<file path="config.mk">
export PLATFORM = sky130hd
export DESIGN_NAME = seg_scan_ctrl
export DESIGN_NICKNAME = d
export VERILOG_FILES = /design/src/rtl/seg_pkg.sv /design/src/rtl/tick_counter.sv /design/src/rtl/seg_scan_ctrl.sv
export SDC_FILE = /design/constraint.sdc
export NUM_CORES = 1
export LEC_CHECK = 0
export ABC_AREA = 1
export CORE_MARGIN = 2
export CORE_UTILIZATION = 60
export CTS_BUF_LIST = sky130_fd_sc_hd__clkbuf_8
export DETAILED_ROUTE_END_ITERATION = 6
export PLACE_DENSITY = 0.78
export SLEW_MARGIN = 30
export SYNTH_ARGS = -nofsm -noshare
export SYNTH_HDL_FRONTEND = slang
export SYNTH_SLANG_ARGS = --single-unit
</file>
<file path="constraint.sdc">
create_clock -name clk -period 1.75 [get_ports clk]
set_clock_uncertainty 0.05 [all_clocks]
set_input_delay 0.175 -clock clk [delete_from_list [all_inputs] [get_ports clk]]
set_output_delay 0.175 -clock clk [all_outputs]
set_load 0.03 [all_outputs]
</file>
<file path="src/rtl/seg_pkg.sv">
// Shared constants and types for the 7-segment scan controller.
//   SEG_NUM_DIGITS  number of display positions / frame-buffer entries
//   SEG_CODE_BLANK  digit code that renders all segments off
//   SEG_CODE_DASH   digit code that renders a centre dash
//   seg_entry_t     one frame-buffer entry: digit code plus decimal point
//   cnt_width()     counter width for a modulo, never below one bit
package seg_pkg;

   localparam int         SEG_NUM_DIGITS = 8;
   localparam logic [3:0] SEG_CODE_BLANK = 4'd10;
   localparam logic [3:0] SEG_CODE_DASH  = 4'd11;

   typedef struct packed {
      logic [3:0] digit;
      logic       dp;
   } seg_entry_t;

   function automatic int cnt_width(input int modulo);
      return (modulo <= 2) ? 1 : $clog2(modulo);
   endfunction

endpackage

</file>
<file path="src/rtl/tick_counter.sv">
// Free-running modulo counter with terminal-count flag.
//   clk    system clock
//   rst_n  synchronous reset, active low; clears cnt
//   en     count enable
//   cnt    current count, 0 .. MOD-1
//   tc     high while cnt == MOD-1 (the next enabled edge wraps to 0)
module tick_counter
   import seg_pkg::*;
#(
   parameter  int MOD = 2,
   localparam int W   = cnt_width(MOD)
) (
   input  logic         clk,
   input  logic         rst_n,
   input  logic         en,
   output logic [W-1:0] cnt,
   output logic         tc
);

   assign tc = (cnt == W'(MOD - 1));

   always_ff @(posedge clk) begin
      if (!rst_n) begin
         cnt <= '0;
      end else if (en) begin
         cnt <= tc ? '0 : cnt + W'(1);
      end
   end

endmodule

</file>
<file path="src/rtl/seg_scan_ctrl.sv">
// Time-multiplexing scan controller for an 8-digit common-anode 7-segment
// display. Holds an 8-entry digit/dp frame buffer, steps through positions
// 0..7, inserts a blanking gap at the start of every digit slot and blanks
// positions selected by blink_mask during the off half of the blink period.
//   clk         system clock
//   rst_n       synchronous reset, active low
//   wr_en       frame-buffer write strobe
//   wr_addr     entry to write (= display position)
//   wr_digit    digit code to store (12-15 stored as-is)
//   wr_dp       decimal point to store, 1 = lit
//   blink_mask  bit i set: position i blinks (not stored)
//   digit       code to segment decoder
//   current_dp  dp to segment decoder
//   position    active position to segment decoder
//   frame_tick  one-cycle pulse in the first cycle position shows 0 after a wrap
module seg_scan_ctrl
   import seg_pkg::*;
#(
   parameter int DIGIT_CYCLES = 12000,
   parameter int BLANK_CYCLES = 600,
   parameter int BLINK_CYCLES = 6000000
) (
   input  logic       clk,
   input  logic       rst_n,
   input  logic       wr_en,
   input  logic [2:0] wr_addr,
   input  logic [3:0] wr_digit,
   input  logic       wr_dp,
   input  logic [7:0] blink_mask,
   output logic [3:0] digit,
   output logic       current_dp,
   output logic [2:0] position,
   output logic       frame_tick
);

   localparam int SW = cnt_width(DIGIT_CYCLES);
   localparam int BW = cnt_width(BLINK_CYCLES);

   logic [SW-1:0] slot_cnt;
   logic          slot_tc;
   logic [BW-1:0] blink_cnt;
   logic          blink_tc;
   logic [2:0]    pos;
   logic          blink_on;
   logic          wrap_q;
   logic          in_gap;
   logic [3:0]    next_digit;
   logic          next_dp;

   seg_entry_t fb [SEG_NUM_DIGITS];

   tick_counter #(.MOD(DIGIT_CYCLES)) u_slot_timer (
      .clk   (clk),
      .rst_n (rst_n),
      .en    (1'b1),
      .cnt   (slot_cnt),
      .tc    (slot_tc)
   );

   tick_counter #(.MOD(BLINK_CYCLES)) u_blink_timer (
      .clk   (clk),
      .rst_n (rst_n),
      .en    (1'b1),
      .cnt   (blink_cnt),
      .tc    (blink_tc)
   );

   generate
      if (BLANK_CYCLES == 0) begin : g_no_gap
         assign in_gap = 1'b0;
      end else begin : g_gap
         assign in_gap = (slot_cnt < SW'(BLANK_CYCLES));
      end
   endgenerate

   always_ff @(posedge clk) begin
      if (!rst_n) begin
         for (int i = 0; i < SEG_NUM_DIGITS; i++) begin
            fb[i] <= '{digit: SEG_CODE_BLANK, dp: 1'b0};
         end
      end else if (wr_en) begin
         fb[wr_addr] <= '{digit: wr_digit, dp: wr_dp};
      end
   end

   // The output stage is one clock behind pos/slot_cnt, so the wrap flag is
   // delayed one extra stage to line frame_tick up with position == 0.
   always_ff @(posedge clk) begin
      if (!rst_n) begin
         pos      <= '0;
         blink_on <= 1'b1;
         wrap_q   <= 1'b0;
      end else begin
         if (slot_tc) begin
            pos <= pos + 3'd1;
         end
         if (blink_tc) begin
            blink_on <= ~blink_on;
         end
         wrap_q <= slot_tc && (pos == 3'd7);
      end
   end

   // Reads the pre-edge buffer, so a same-cycle write to this entry shows next cycle.
   always_comb begin
      next_digit = SEG_CODE_BLANK;
      next_dp    = 1'b0;
      if (!in_gap && !(!blink_on && blink_mask[pos])) begin
         next_digit = fb[pos].digit;
         next_dp    = fb[pos].dp;
      end
   end

   always_ff @(posedge clk) begin
      if (!rst_n) begin
         digit      <= SEG_CODE_BLANK;
         current_dp <= 1'b0;
         position   <= '0;
         frame_tick <= 1'b0;
      end else begin
         digit      <= next_digit;
         current_dp <= next_dp;
         position   <= pos;
         frame_tick <= wrap_q;
      end
   end

endmodule
</file>
**After elaboration in Yosys (flattened, before gate mapping)**

Memories as Yosys holds them, arrays and structs flattened. A register that Yosys moved wholly into a read port is not among the register bits.
Cells that the tools add are included.

- Add/sub/neg operators: 3
- Multiply operators: 0
- Divide/modulo/power cells: 0
- $lt $le $gt $ge: 2
- Equal/unequal tests: 3
- Shift operators: 0
- Multiplexer cells: 9
- Bitwise logic cells: 2
- Reduce and logical (&&, ||, !) cells: 11

Operators by type and width:

| kind | count |
|---|---|
| $add A23 B1 Y23 const B | 1 |
| $eq A23 B23 Y1 const B | 1 |
| $add A14 B1 Y14 const B | 1 |
| $eq A14 B14 Y1 const B | 1 |
| $lt A14 B10 Y1 const B | 1 |
| $mux W1 | 6 |
| $mux W5 | 1 |
| $reduce_or A5 Y1 | 1 |
| $logic_not A1 Y1 | 4 |
| $lt A3 B4 Y1 const B | 1 |
| $reduce_or A2 Y1 | 2 |
| $add A3 B1 Y3 const B | 1 |
| $bmux W1 S3 | 1 |
| $eq A3 B3 Y1 const B | 1 |
| $logic_and A1 B1 Y1 | 3 |
| $mux W3 | 1 |
| $not A1 Y1 | 2 |
| $reduce_and A2 Y1 | 1 |

- Register bits after elaboration: 46
- Bits in latches: 0
- Memory bits (writable): 40
- Memory bits (read-only): 0
- Logic and storage cells: 38
- Memories: 1

Memories:

| name | words | width | read ports | clocked after Yosys merged registers in | wr ports | RTL line | text |
|---|---|---|---|---|---|---|---|
| fb | 8 | 5 | 1 | 1 | 8 | seg_scan_ctrl.sv:50 | `seg_entry_t fb [SEG_NUM_DIGITS];` |

**Depth between registers and ports, before layout**

- Depth in word-level cells: 7
- Gate-level depth with buffers: 9

**Cells and area by module**

Synthesis repeated with hierarchy kept, for this count alone.

- Cell total of the unflattened synthesis: 612
- Area total of the unflattened synthesis: 4667.0 um^2

By module, submodules not included:

| module | instances | cells each | area each (um^2) | seq. area each (um^2) |
|---|---|---|---|---|
| seg_scan_ctrl | 1 | 308 | 2567.5 | 1481.4 |
| tick_counter at u_blink_timer | 1 | 200 | 1318.8 | 460.4 |
| tick_counter at u_slot_timer | 1 | 104 | 780.7 | 280.3 |

**Worst setup path after synthesis**

Ideal clock, no wire load.

- Path type: register to register
- Start point: register u_blink_timer.cnt[0]
- End point: register u_blink_timer.cnt[11]
- Setup time: 0.115 ns
- Arrival: 1.213 ns
- Required time: 1.585 ns
- Path slack: 0.373 ns
- Stages on the path, launching flop included: 8
- Buffers on the path: 1
- Period minus slack after synthesis: 1.377 ns
- Cells stage by stage: dfxtp_1 ha_1 nand3_2 nor3_2 nand3_1 nand2_2 buf_6 nor2_1

- Word-level cells in the longest chain between the ends: 2

RTL lines:

| what | RTL line | text |
|---|---|---|
| start, declared | tick_counter.sv:16 | `output logic [W-1:0] cnt,` |
| start signal, assigned | tick_counter.sv:26 | `cnt <= tc ? '0 : cnt + W'(1);` |
| branches (longest 2 deep; another with $add A23 B1 Y23) | n/a |  |

Parallel ways; which one is timed is not known.
A chain may end at the register's enable or synchronous reset.

**Worst setup path after layout**

Same ends and word-level chain as after synthesis.

==> results by group <==
Run status
  • Run status: finished, final reports clean

Clock network
  • H-tree depth: 3
  • Clock Latency Late Sink: 360 ps
  • CTS root buf: clkbuf_8
  • Inserted Clock Buffers: 9
  • Worst-case clock buffer depth: 2
  • Hold Buf Count CTS: 0
  • CTS clock-pin slew for the worst setup and hold paths: 90 ps
  • TritonCTS clock tree: built
  • Clock sinks: 91

Worst setup path
  • Worst Path Arrival: 1800 ps
  • CP max stage cell: dfxtp_1
  • CP Max Fanout: 23
  • Cell chain of the critical path: ha_1, nand3_2, nor3_2, nand3_1, nand2_2, buf_12, nor2_1
  • Worst Setup End Kind: flop
  • Delay of the slowest critical-path stage: 370 ps
  • CP required: 1950 ps
  • Crit path launch type: flop
  • WS Path Type: reg2reg
  • Crit-path leading delay family: simple AND/OR/NAND/NOR gates
  • Worst Path Buf+Inv: 1
  • Reg2Reg Launch Point: u_blink_timer.cnt[0]
  • Setup crit start: u_blink_timer.cnt[0]

Floorplanning
  • IO Pins: 28
  • Die width: 89.6 um
  • Die height: 89.6 um
  • Initial Util: 0.613
  • DIE AREA: 0.00804 mm2
  • # rows: 31
  • Core area: 0.00718 mm2

Synth
  • Post-synthesis sequential area ratio: 0.505
  • Leading post-synthesis cells by cell area: edfxtp_1 (27%), dfxtp_1 (23%), nand2_1 (13%)
  • Mapped Nets: 593
  • Most used flip-flop cell after synthesis: dfxtp_1
  • Synth Warn #: 0
  • Yosys reg bits: 91
  • Post-synth EDFFs: 40
  • Commonest cells post-synth: nand2_1 (147), nor2_1 (120), inv_1 (70), dfxtp_1 (51), edfxtp_1 (40)
  • Synth area leader: edfxtp_1
  • Post-synthesis instance total: 570
  • Avg Cell Area, Syn: 7.72 um2
  • Top-count cell post-synth: nand2_1
  • Post-synth top area share: 0.273
  • Synth cell types: 32
  • FFs w/ async S/R, synth: 0
  • Syn Std Cell Area: 0.00440 mm2

Route
  • Antenna Nets Post-Route: 0
  • Iteration-0 DRC Markers: 235
  • Routed wire length per instance: 12.5 um
  • Final WL: 8870 um
  • Via count: 3650
  • Via/cell ratio: 5.16
  • Drt first pass iters: 4
  • DRC Markers: 0

GRT
  • First-pass GRT wire length: 14700 um
  • Vias in the first global route: 3319
  • Overflow after GRT: 0
  • All-Layer GR Usage: 0.239
  • Largest net degree at the start of global routing: 31
  • Initial antenna violation count: 0

Cells and area
  • Fin cells: 707
  • Nets@finish: 626
  • Layout Cell Area excl Fill: 0.00500 mm2
  • Share of cells above drive strength 1: 0.0740
  • Fillers: 567
  • Area delta synth->final: 13.6%
  • Inserted Diodes: 0

Placed design
  • DP Area: 0.00477 mm2
  • RD Place Congestion: 0.846
  • IO buf count: 27
  • Number of cells after detailed placement: 690
  • Final HPWL DP: 6450 um

Timing
  • Final setup TNS: 0 ps
  • Final hold violations: 0
  • Maximum clock rate: 0.628 GHz
  • Max-slew violation count: 0
  • Rel. slew slack: 0.605
  • Final Setup Violations: 0
  • Post-route minimum period: 1590 ps
  • Slew @ Worst Pin: 592 ps
  • RSZ-0062 raised after global routing: no
  • Post-route clock period utilization: 0.910

Pwr
  • Pwr Density: 815 mW/mm2
  • Lkg Pwr: 1.95 nW
  • Max VDD drop: 0.000681 V

Flow run
  • Max-cap violation count: 0

Worst hold path
  • Worst Min Path Start: wrap_q
  • Min-Delay Path Class: reg2reg
-- routing by layer --
metal | global-route usage | share of wire
met4 | 0.0896 | 0.020
met3 | 0.0475 | 0.053
met5 | 0 | 0
met2 | 0.394 | 0.48
met1 | 0.311 | 0.45
-- flip-flops by register name, summed over array words and instances, names as in the netlist --
signal             cells
blink_on               1
pos                    3
fb                    40
u_blink_timer.cnt     23
u_slot_timer.cnt      14
digit                  4
frame_tick             1
current_dp             1
position               3
wrap_q                 1
-- cells by family after synthesis --
kind of cell | Yosys count | share of synthesized area
AOI/OAI and AO/OA | 37 | 0.0469
xor gates and xnor gates | 11 | 0.0219
adders and majority gates | 4 | 0.0114
buffers and inverters | 85 | 0.0816
DFF | 91 | 0.505
and+or+nand+nor | 342 | 0.333
-- tightest hold or removal path: stages, from the launching register on --
cell     delay, ps
dfxtp_1        310
nand2_1         50
inv_1           40
-- timing repair --
action	4_1_cts	5_1_grt
setup buffers	0	1
gates resized for setup	0	0
setup endpoints to repair	0	4
-- final timing paths --
path | end | depth (start not counted) | slack (ps)
setup / recovery | u_blink_timer.cnt[11] | 7 | 160
hold / removal | frame_tick | 2 | 370
setup reg to reg | u_blink_timer.cnt[11] | 7 | 160
hold reg to reg | frame_tick | 2 | 370
-- final cells by class --
class                      count  area [um2]  share of cell area
inverter                      72         270              0.0540
sequential                    91        2220               0.444
multi-input combinational    394        1820               0.364
clock buffer                   9         124              0.0248
timing repair buffer          35         343              0.0686
clock inverter                 7        98.8              0.0198
tap                           99         124              0.0248
-- cells in the final DEF (no fill, tap or decap) --
cell and n:
o21bai_1 4, buf_12 1, clkbuf_8 9, o21ai_1 1
buf_4 7, nor2_2 3, a21oi_1 11, a211oi_1 1
nor2_4 4, o21a_1 2, nand4_2 1, nand3b_1 1
a21oi_2 1, edfxtp_1 40, o21ai_0 17, bufinv_16 2
nand3_1 39, nand2_1 147, xor2_1 7, inv_6 2
clkdlybuf4s50_1 27, inv_2 2, nand4_1 10, or2_0 1
xnor2_1 4, nand2_2 5, nor3_1 5, nor2_1 120
inv_1 71, dfxtp_1 51, nor3_2 3, ha_1 4
nand3_2 3, clkinv_4 2
-- power by group --
part,switching (mW),total (mW),internal [mW]
combinational,0.120,0.201,0.0815
sequential,0.0304,2.31,2.28
clock,0.746,1.56,0.815
total,0.897,4.08,3.18
-- metrics by stage --
stage	setup WS [ps]	util	total power [mW]	hold WS, ps
3_3_place_gp	72.7	0.665	2.55	355
6_report	158	0.697	4.08	367
3_5_place_dp	4.66	0.665	2.56	352
5_1_grt	2.01	0.697	4.22	393
4_1_cts	133	0.696	4.10	367
2_1_floorplan	373	-	2.47	311
Note: power is estimated with default switching activity, not from simulation.
